`src/rtl/mem_arb_pkg.sv`:
```
// Shared types and defaults for the two-requester memory arbiter.
package mem_arb_pkg;

  typedef enum logic [1:0] {
    S_IDLE   = 2'd0,
    S_GRANT  = 2'd1,
    S_ACCESS = 2'd2,
    S_DONE   = 2'd3
  } state_e;

  localparam logic ID_IF = 1'b0;
  localparam logic ID_LS = 1'b1;

  localparam int AW_DEF      = 16;
  localparam int DW_DEF      = 16;
  localparam int TIMEOUT_DEF = 15;

endpackage

```
`src/rtl/arb_rr2.sv`:
```
// Two-way round-robin picker: a lone request wins, a tie goes to whoever did not win last.
module arb_rr2
  import mem_arb_pkg::*;
(
  input  logic [1:0] req,
  input  logic       last,
  output logic       winner
);

  always_comb begin
    winner = last;
    case (req)
      2'b01:   winner = ID_IF;
      2'b10:   winner = ID_LS;
      2'b11:   winner = ~last;
      default: winner = last;
    endcase
  end

endmodule

```
`src/rtl/mem_arbiter.sv`:
```
// Arbitrates instruction-fetch and load/store requests onto one memory port
// with an mfc handshake and a bounded wait.
module mem_arbiter
  import mem_arb_pkg::*;
#(
  parameter int AW      = AW_DEF,
  parameter int DW      = DW_DEF,
  parameter int TIMEOUT = TIMEOUT_DEF
) (
  input  logic          clk,
  input  logic          reset,
  input  logic          if_req,
  input  logic [AW-1:0] if_addr,
  input  logic          ls_req,
  input  logic          ls_rw,
  input  logic [AW-1:0] ls_addr,
  input  logic [DW-1:0] ls_wdata,
  output logic          if_gnt,
  output logic          ls_gnt,
  output logic          if_done,
  output logic          ls_done,
  output logic [DW-1:0] rdata,
  output logic          err,
  output logic          mem_en,
  output logic          mem_rw,
  output logic [AW-1:0] mem_addr,
  output logic [DW-1:0] mem_wdata,
  input  logic [DW-1:0] mem_rdata,
  input  logic          mfc
);

  localparam logic [7:0] TO_LIM = 8'(TIMEOUT);

  state_e        state_q;
  logic          last_gnt_q;
  logic [7:0]    cnt_q;
  logic          if_gnt_q, ls_gnt_q, if_done_q, ls_done_q, err_q, mem_en_q, mem_rw_q;
  logic [AW-1:0] mem_addr_q;
  logic [DW-1:0] mem_wdata_q, rdata_q;
  logic          win;
  logic [7:0]    cnt_d;

  arb_rr2 u_rr (
    .req    ({ls_req, if_req}),
    .last   (last_gnt_q),
    .winner (win)
  );

  assign cnt_d = cnt_q + 8'd1;

  // The mem_* registers double as the latched request, so GRANT already presents them.
  always_ff @(posedge clk or posedge reset) begin
    if (reset) begin
      state_q     <= S_IDLE;
      last_gnt_q  <= ID_LS;
      cnt_q       <= '0;
      if_gnt_q    <= 1'b0;
      ls_gnt_q    <= 1'b0;
      if_done_q   <= 1'b0;
      ls_done_q   <= 1'b0;
      err_q       <= 1'b0;
      mem_en_q    <= 1'b0;
      mem_rw_q    <= 1'b0;
      mem_addr_q  <= '0;
      mem_wdata_q <= '0;
      rdata_q     <= '0;
    end else begin
      if_done_q <= 1'b0;
      ls_done_q <= 1'b0;
      err_q     <= 1'b0;
      case (state_q)
        S_IDLE: begin
          if (if_req || ls_req) begin
            last_gnt_q  <= win;
            if_gnt_q    <= (win == ID_IF);
            ls_gnt_q    <= (win == ID_LS);
            mem_addr_q  <= (win == ID_LS) ? ls_addr  : if_addr;
            mem_rw_q    <= (win == ID_LS) ? ls_rw    : 1'b1;
            mem_wdata_q <= (win == ID_LS) ? ls_wdata : '0;
            state_q     <= S_GRANT;
          end
        end
        S_GRANT: begin
          mem_en_q <= 1'b1;
          cnt_q    <= '0;
          state_q  <= S_ACCESS;
        end
        S_ACCESS: begin
          cnt_q <= cnt_d;
          // mfc wins over a timeout landing in the same cycle
          if (mfc || (cnt_d == TO_LIM)) begin
            mem_en_q  <= 1'b0;
            if_done_q <= (last_gnt_q == ID_IF);
            ls_done_q <= (last_gnt_q == ID_LS);
            err_q     <= ~mfc;
            if (mfc && mem_rw_q) rdata_q <= mem_rdata;
            state_q   <= S_DONE;
          end
        end
        S_DONE: begin
          if_gnt_q <= 1'b0;
          ls_gnt_q <= 1'b0;
          state_q  <= S_IDLE;
        end
        default: state_q <= S_IDLE;
      endcase
    end
  end

  assign if_gnt    = if_gnt_q;
  assign ls_gnt    = ls_gnt_q;
  assign if_done   = if_done_q;
  assign ls_done   = ls_done_q;
  assign err       = err_q;
  assign rdata     = rdata_q;
  assign mem_en    = mem_en_q;
  assign mem_rw    = mem_rw_q;
  assign mem_addr  = mem_addr_q;
  assign mem_wdata = mem_wdata_q;

endmodule

```
`config.mk`:
```
export PLATFORM = sky130hd
export DESIGN_NAME = mem_arbiter
export DESIGN_NICKNAME = d
export VERILOG_FILES = /design/src/rtl/mem_arb_pkg.sv /design/src/rtl/arb_rr2.sv /design/src/rtl/mem_arbiter.sv
export SDC_FILE = /design/constraint.sdc
export NUM_CORES = 1
export LEC_CHECK = 0
export BUFFER_PORTS_ARGS = -buffer_cell sky130_fd_sc_hd__buf_2
export CAP_MARGIN = 5
export CORE_ASPECT_RATIO = 0.9
export CORE_MARGIN = 1.5
export CORE_UTILIZATION = 30
export CTS_CLUSTER_DIAMETER = 100
export CTS_CLUSTER_SIZE = 8
export DETAILED_ROUTE_END_ITERATION = 7
export GPL_ROUTABILITY_DRIVEN = 0
export SYNTH_ARGS = -nofsm -noshare
export SYNTH_HDL_FRONTEND = slang
export SYNTH_SLANG_ARGS = --single-unit
export TNS_END_PERCENT = 1
```
`constraint.sdc`:
```
create_clock -name clk -period 2.85 [get_ports clk]
set_clock_uncertainty 0.2 [all_clocks]
set_input_delay 0.285 -clock clk [delete_from_list [all_inputs] [get_ports clk]]
set_output_delay 0.285 -clock clk [all_outputs]
set_load 0.02 [all_outputs]
```
# == Word-level counts from Yosys, hierarchy flattened ==
# Index checks and enable logic that the tools add are counted.
# totals
regBits,66
in_bits,70
out_inout_bits,55
# classes
add_sub_neg,1
n_eq_ne,9
muxes,20
bitwise_logic,3
reduce_logical,11
# op_table
operator,n
16-bit 2-to-1 mux,2
8-bit case mux with 2 select lines,1
1-bit 2-to-1 mux,10
8-bit by 1-bit adder with 8-bit output (second input constant),1
2-bit == test (second input constant),4
8-bit by 4-bit == test with 1-bit output (second input constant),1
2-bit case mux with 4 select lines,1
2-bit AND reduction,4
1-bit case mux with 2 select lines,3
2-bit by 1-bit == test with 1-bit output (second input constant),2
2-bit 2-to-1 mux,2
2-bit inequality test (second input constant),2
2-bit nonzero test,2
1-bit NOT,3
1-bit case mux with 3 select lines,1
3-bit AND reduction,1
2-bit zero test,1
1-bit logical OR,2
1-bit logical AND,1

# == Logic depth before layout (Yosys ltp) ==
# logic_depth
ltp_word,5
depth_mapped,8

# == Hierarchy ==
# From an unflattened synthesis, not the netlist that was laid out.
# unflattened
cells_unflattened,278
hier_area_um2,2910.3
# by_module_without_submodules
module,n_inst,cells_per_inst,area_per_inst_um2,seq_area_each_um2
mem_arbiter,1,276,2896.5,1652.8
arb_rr2,1,2,13.8,0.0

# == Worst setup path before layout ==
# No wires, ideal clock.
# synth_path
path_type,reg-to-reg
from,reg state_q[0]
to,"reg rdata_q[0], in the netlist rdata[0]"
arrival_ns,1.547
required_time_ns,2.525
path_slack_ns,0.978
path_stages_with_launch,7
path_buffers,2
path_cell_list,dfrtp_1 -> inv_1 -> ha_1 -> buf_2 -> nand3_1 -> buf_2 -> mux2_2
# synth_between
elab_chain_len,2
# synth_rtl
item,line_no,rtl
from (decl),mem_arbiter.sv:34,state_e state_q;
from (signal assigned),mem_arbiter.sv:54,state_q <= S_IDLE;
from (signal assigned),mem_arbiter.sv:80,state_q <= S_GRANT;
from (signal assigned),mem_arbiter.sv:86,state_q <= S_ACCESS;
2-bit == test,mem_arbiter.sv:71,case (state_q)
3-bit AND reduction (no line),-,
to (signal assigned),mem_arbiter.sv:96,if (mfc && mem_rw_q) rdata_q <= mem_rdata;
to (decl),mem_arbiter.sv:39,"logic [DW-1:0] mem_wdata_q, rdata_q;"
# No other way between the ends.
# A chain may end at the register's enable or synchronous reset.

# == Worst setup path after layout ==
# layout_path
from,reg state_q[0]
to,"reg mem_addr_q[15], in the netlist mem_addr[15]"
# layout_between
elab_chain_len,2
# layout_rtl
item,line_no,rtl
2-bit zero test,mem_arbiter.sv:71,
2-bit AND reduction (no line),-,
to (signal assigned),mem_arbiter.sv:77,mem_addr_q <= (win == ID_LS) ? ls_addr : if_addr;
to (decl),mem_arbiter.sv:38,logic [AW-1:0] mem_addr_q;
# No other way between the ends.

==> qor.yml <==
htreeDepth: 3
finalSetupTns_ns: 0
worstPathArrival_ns: 2.66
syn_area_um2: 2770
finalSetupViolCount: 0
cts_root_buf: "clkbuf_8"
postCtsSetupRepairBufs: 0
synth_cells: 225
required_ns: 2.88
worstSetupPathType: "register to register"
grt_antenna_before_repair: 0
routed_wl_mm: 7.42
die_height_um: 94.1
ctsResizeCount: 0
ir_drop_mv: 0.520
cellLeakagePower_nw: 2.22
area_delta_synth_final_pct: 59.6
grt_usage_pct: 15.4
first_iter_violations: 118
min_path_type: "primary input to register"
synth_edf_count: 0
reg2reg_to: "mem_addr[15]$_DFFE_PP0P_"
crit_fanout: 18
gr-max-usage-layer: "met2"
slew_violations: 0
io_pins: 125
slew_headroom_pct: 46.8
post-dp-hpwl_mm: 4.66
crit_start: "state_q[0]$_DFFE_PP0P_"
yosysUniqueCellTypes: 37
nNetsFinal: 496
synth_seq_area_share_pct: 59.7
placedCellCount: 466
r2r_slack_ns: 0.23
portBuffers: 124
post-synth-top-count-cell: "dfrtp_1"
clock_path_buffers: 2
vias: 2566
powerDensity_nw_per_um2: 1050
hold_ws_ns: 0.0702
grt_overflow: 0
synthTopCellsByArea: "dfrtp_1 59%, mux2_2 6.5%, a222oi_1 5.8%, a22o_1 5.7%, inv_1 3.8%"
min_period_over_period_pct: 92.0
die_w_um: 104
finalWorstSetupSlack_ns: 0.227
use_met2_pct: 26.5
yosys_warnings: 0
ff2ff_path_depth: 7
cp-start-kind: "register"
initial_core_util_pct: 30.6
clk_pin_slew_ns: 0.07
timing_worst_slew_pin_value_ns: 0.797
cts_inserted_buffers: 9
instances_no_fill: 548
wire_per_inst_um: 13.5
antenna_cells: 0
run_status: "finished, final reports clean"
cts_tree: "done"
maxCapViolCount: 0
grt_pass1_wl_mm: 11.8
die-area_um2: 9810
rsz0062_at_grt: "false"
end_kind: "register"
holdBufCountCts: 66
drive_above_1_share_pct: 39.7
ant_nets: 0
avgSynthCellArea_um2: 12.3
dp_slack_ns: 0.562
synth.top_cell.area_share_pct: 58.8
synthArstFlopShare_pct: 100
finalInstanceArea_um2: 4420
insertion_delay_ns: 0.34
use_met1_pct: 18.1
design.core.area_um2: 9040
fmax_mhz: 381
synth_common_cells: "65 x dfrtp_1, 28 x inv_1, 18 x a22o_1"
r2r_start: "state_q[0]$_DFFE_PP0P_"
synth_ff_type: "dfrtp_1"
grt_max_degree: 35
synth_nets: 300
synth_seq_cells: 66
cts_sinks: 66
dr.pass1.iters: 8
gr-usage-met3_pct: 3.74
final_hold_viol_count: 0
min_period_ns: 2.62
route.detailed.drc: 0
std_cell_rows: 33
placed_cell_area_um2: 3550
synth_top_area_cell: "dfrtp_1"
viasPerCell: 4.68
crit_path_end: "mem_addr[15]$_DFFE_PP0P_"
grt_pass1_vias: 2581
sequential cells by signal (all words and copies together), names as in the netlist:
name,flops
mem_addr,16
mem_wdata,16
rdata,16
cnt_q,8
state_q,2
err,1
if_done,1
if_gnt,1
last_gnt_q,1
ls_done,1
ls_gnt,1
mem_en,1
mem_rw,1
kinds of logic (layout without fill, tap and decap cells):
kind of cell    count (synthesis)  count (layout)  synth area share [%]
flops                          66              66                  59.7
compound gates                 58              58                  16.9
buf+inv                        40             241                  5.52
simple gates                   36              36                  7.82
mux                            16              16                  6.51
fa+ha+maj                       5               5                  2.26
xor+xnor                        4               4                  1.27
worst max-delay path, stage by stage (launching register included):
cell and delay, ns:
dfrtp_1 0.40, inv_1 0.11, ha_1 0.25, o21ai_2 0.26
buf_4 0.29, a222oi_1 0.35, dlygate4sd3_1 0.61, inv_1 0.04
metrics by stage:
stage	util, %	total power [W]
after CTS	48.8	0.00463
after detailed placement	39.2	0.00352
after global placement	39.2	0.00348
final	48.8	0.00462
after floorplan	-	0.00288
after global routing	48.8	0.00492
where the power goes:
group | internal, W | leakage, nW | total (W) | switching, W
combinational | 0.000998 | 1.28 | 0.00219 | 0.00119
clock | 0.000492 | 0.107 | 0.000842 | 0.000350
sequential | 0.00135 | 0.832 | 0.00159 | 0.000236
total | 0.00284 | 2.22 | 0.00462 | 0.00178
worst min path at each step:
stage,from,to,slack [ns],depth (start not counted)
after detailed placement,reset,rdata[13]$_DFFE_PP0P_,0.26,2
after global routing,ls_req,ls_gnt$_DFFE_PP0P_,0.08,2
after global placement,reset,rdata[13]$_DFFE_PP0P_,0.25,2
after floorplan,ls_addr[0],mem_addr[0]$_DFFE_PP0P_,0.21,2
final,ls_req,ls_gnt$_DFFE_PP0P_,0.07,2
after CTS,ls_req,ls_gnt$_DFFE_PP0P_,0.05,2
final cells by class:
cell class | instances | area (um^2)
flip-flops and latches | 66 | 1650
fillers | 843 | 4630
inverters | 29 | 109
multi-input cells | 119 | 966
repair buffers | 196 | 1330
clock buffers | 11 | 131
well taps | 122 | 153
clock inverters | 5 | 78.8
placed cells by master, fill, tap and decap left out, drive strengths merged, types with 3 or more instances in the layout:
cell,netlist,routed
nor2,7,7
nand3,6,6
nor2b,3,3
nor3,3,3
a21oi,4,4
inv,29,29
xnor2,3,3
ha,5,5
clkbuf,9,11
dfrtp,65,65
dlygate4sd3,0,66
o21ai,9,9
clkinv,0,3
o22ai,4,4
a222oi,16,16
buf,2,130
nand2,8,8
mux2,16,16
a22o,18,18
metal layers:
layer | vias to the layer above | wire, um
li1 | 1214 | -
met1 | 1230 | 3200
met2 | 105 | 3610
met3 | 17 | 436
met4 | 0 | 170
met5 | - | 0
No activity file was read; power rests on OpenSTA's default activity.
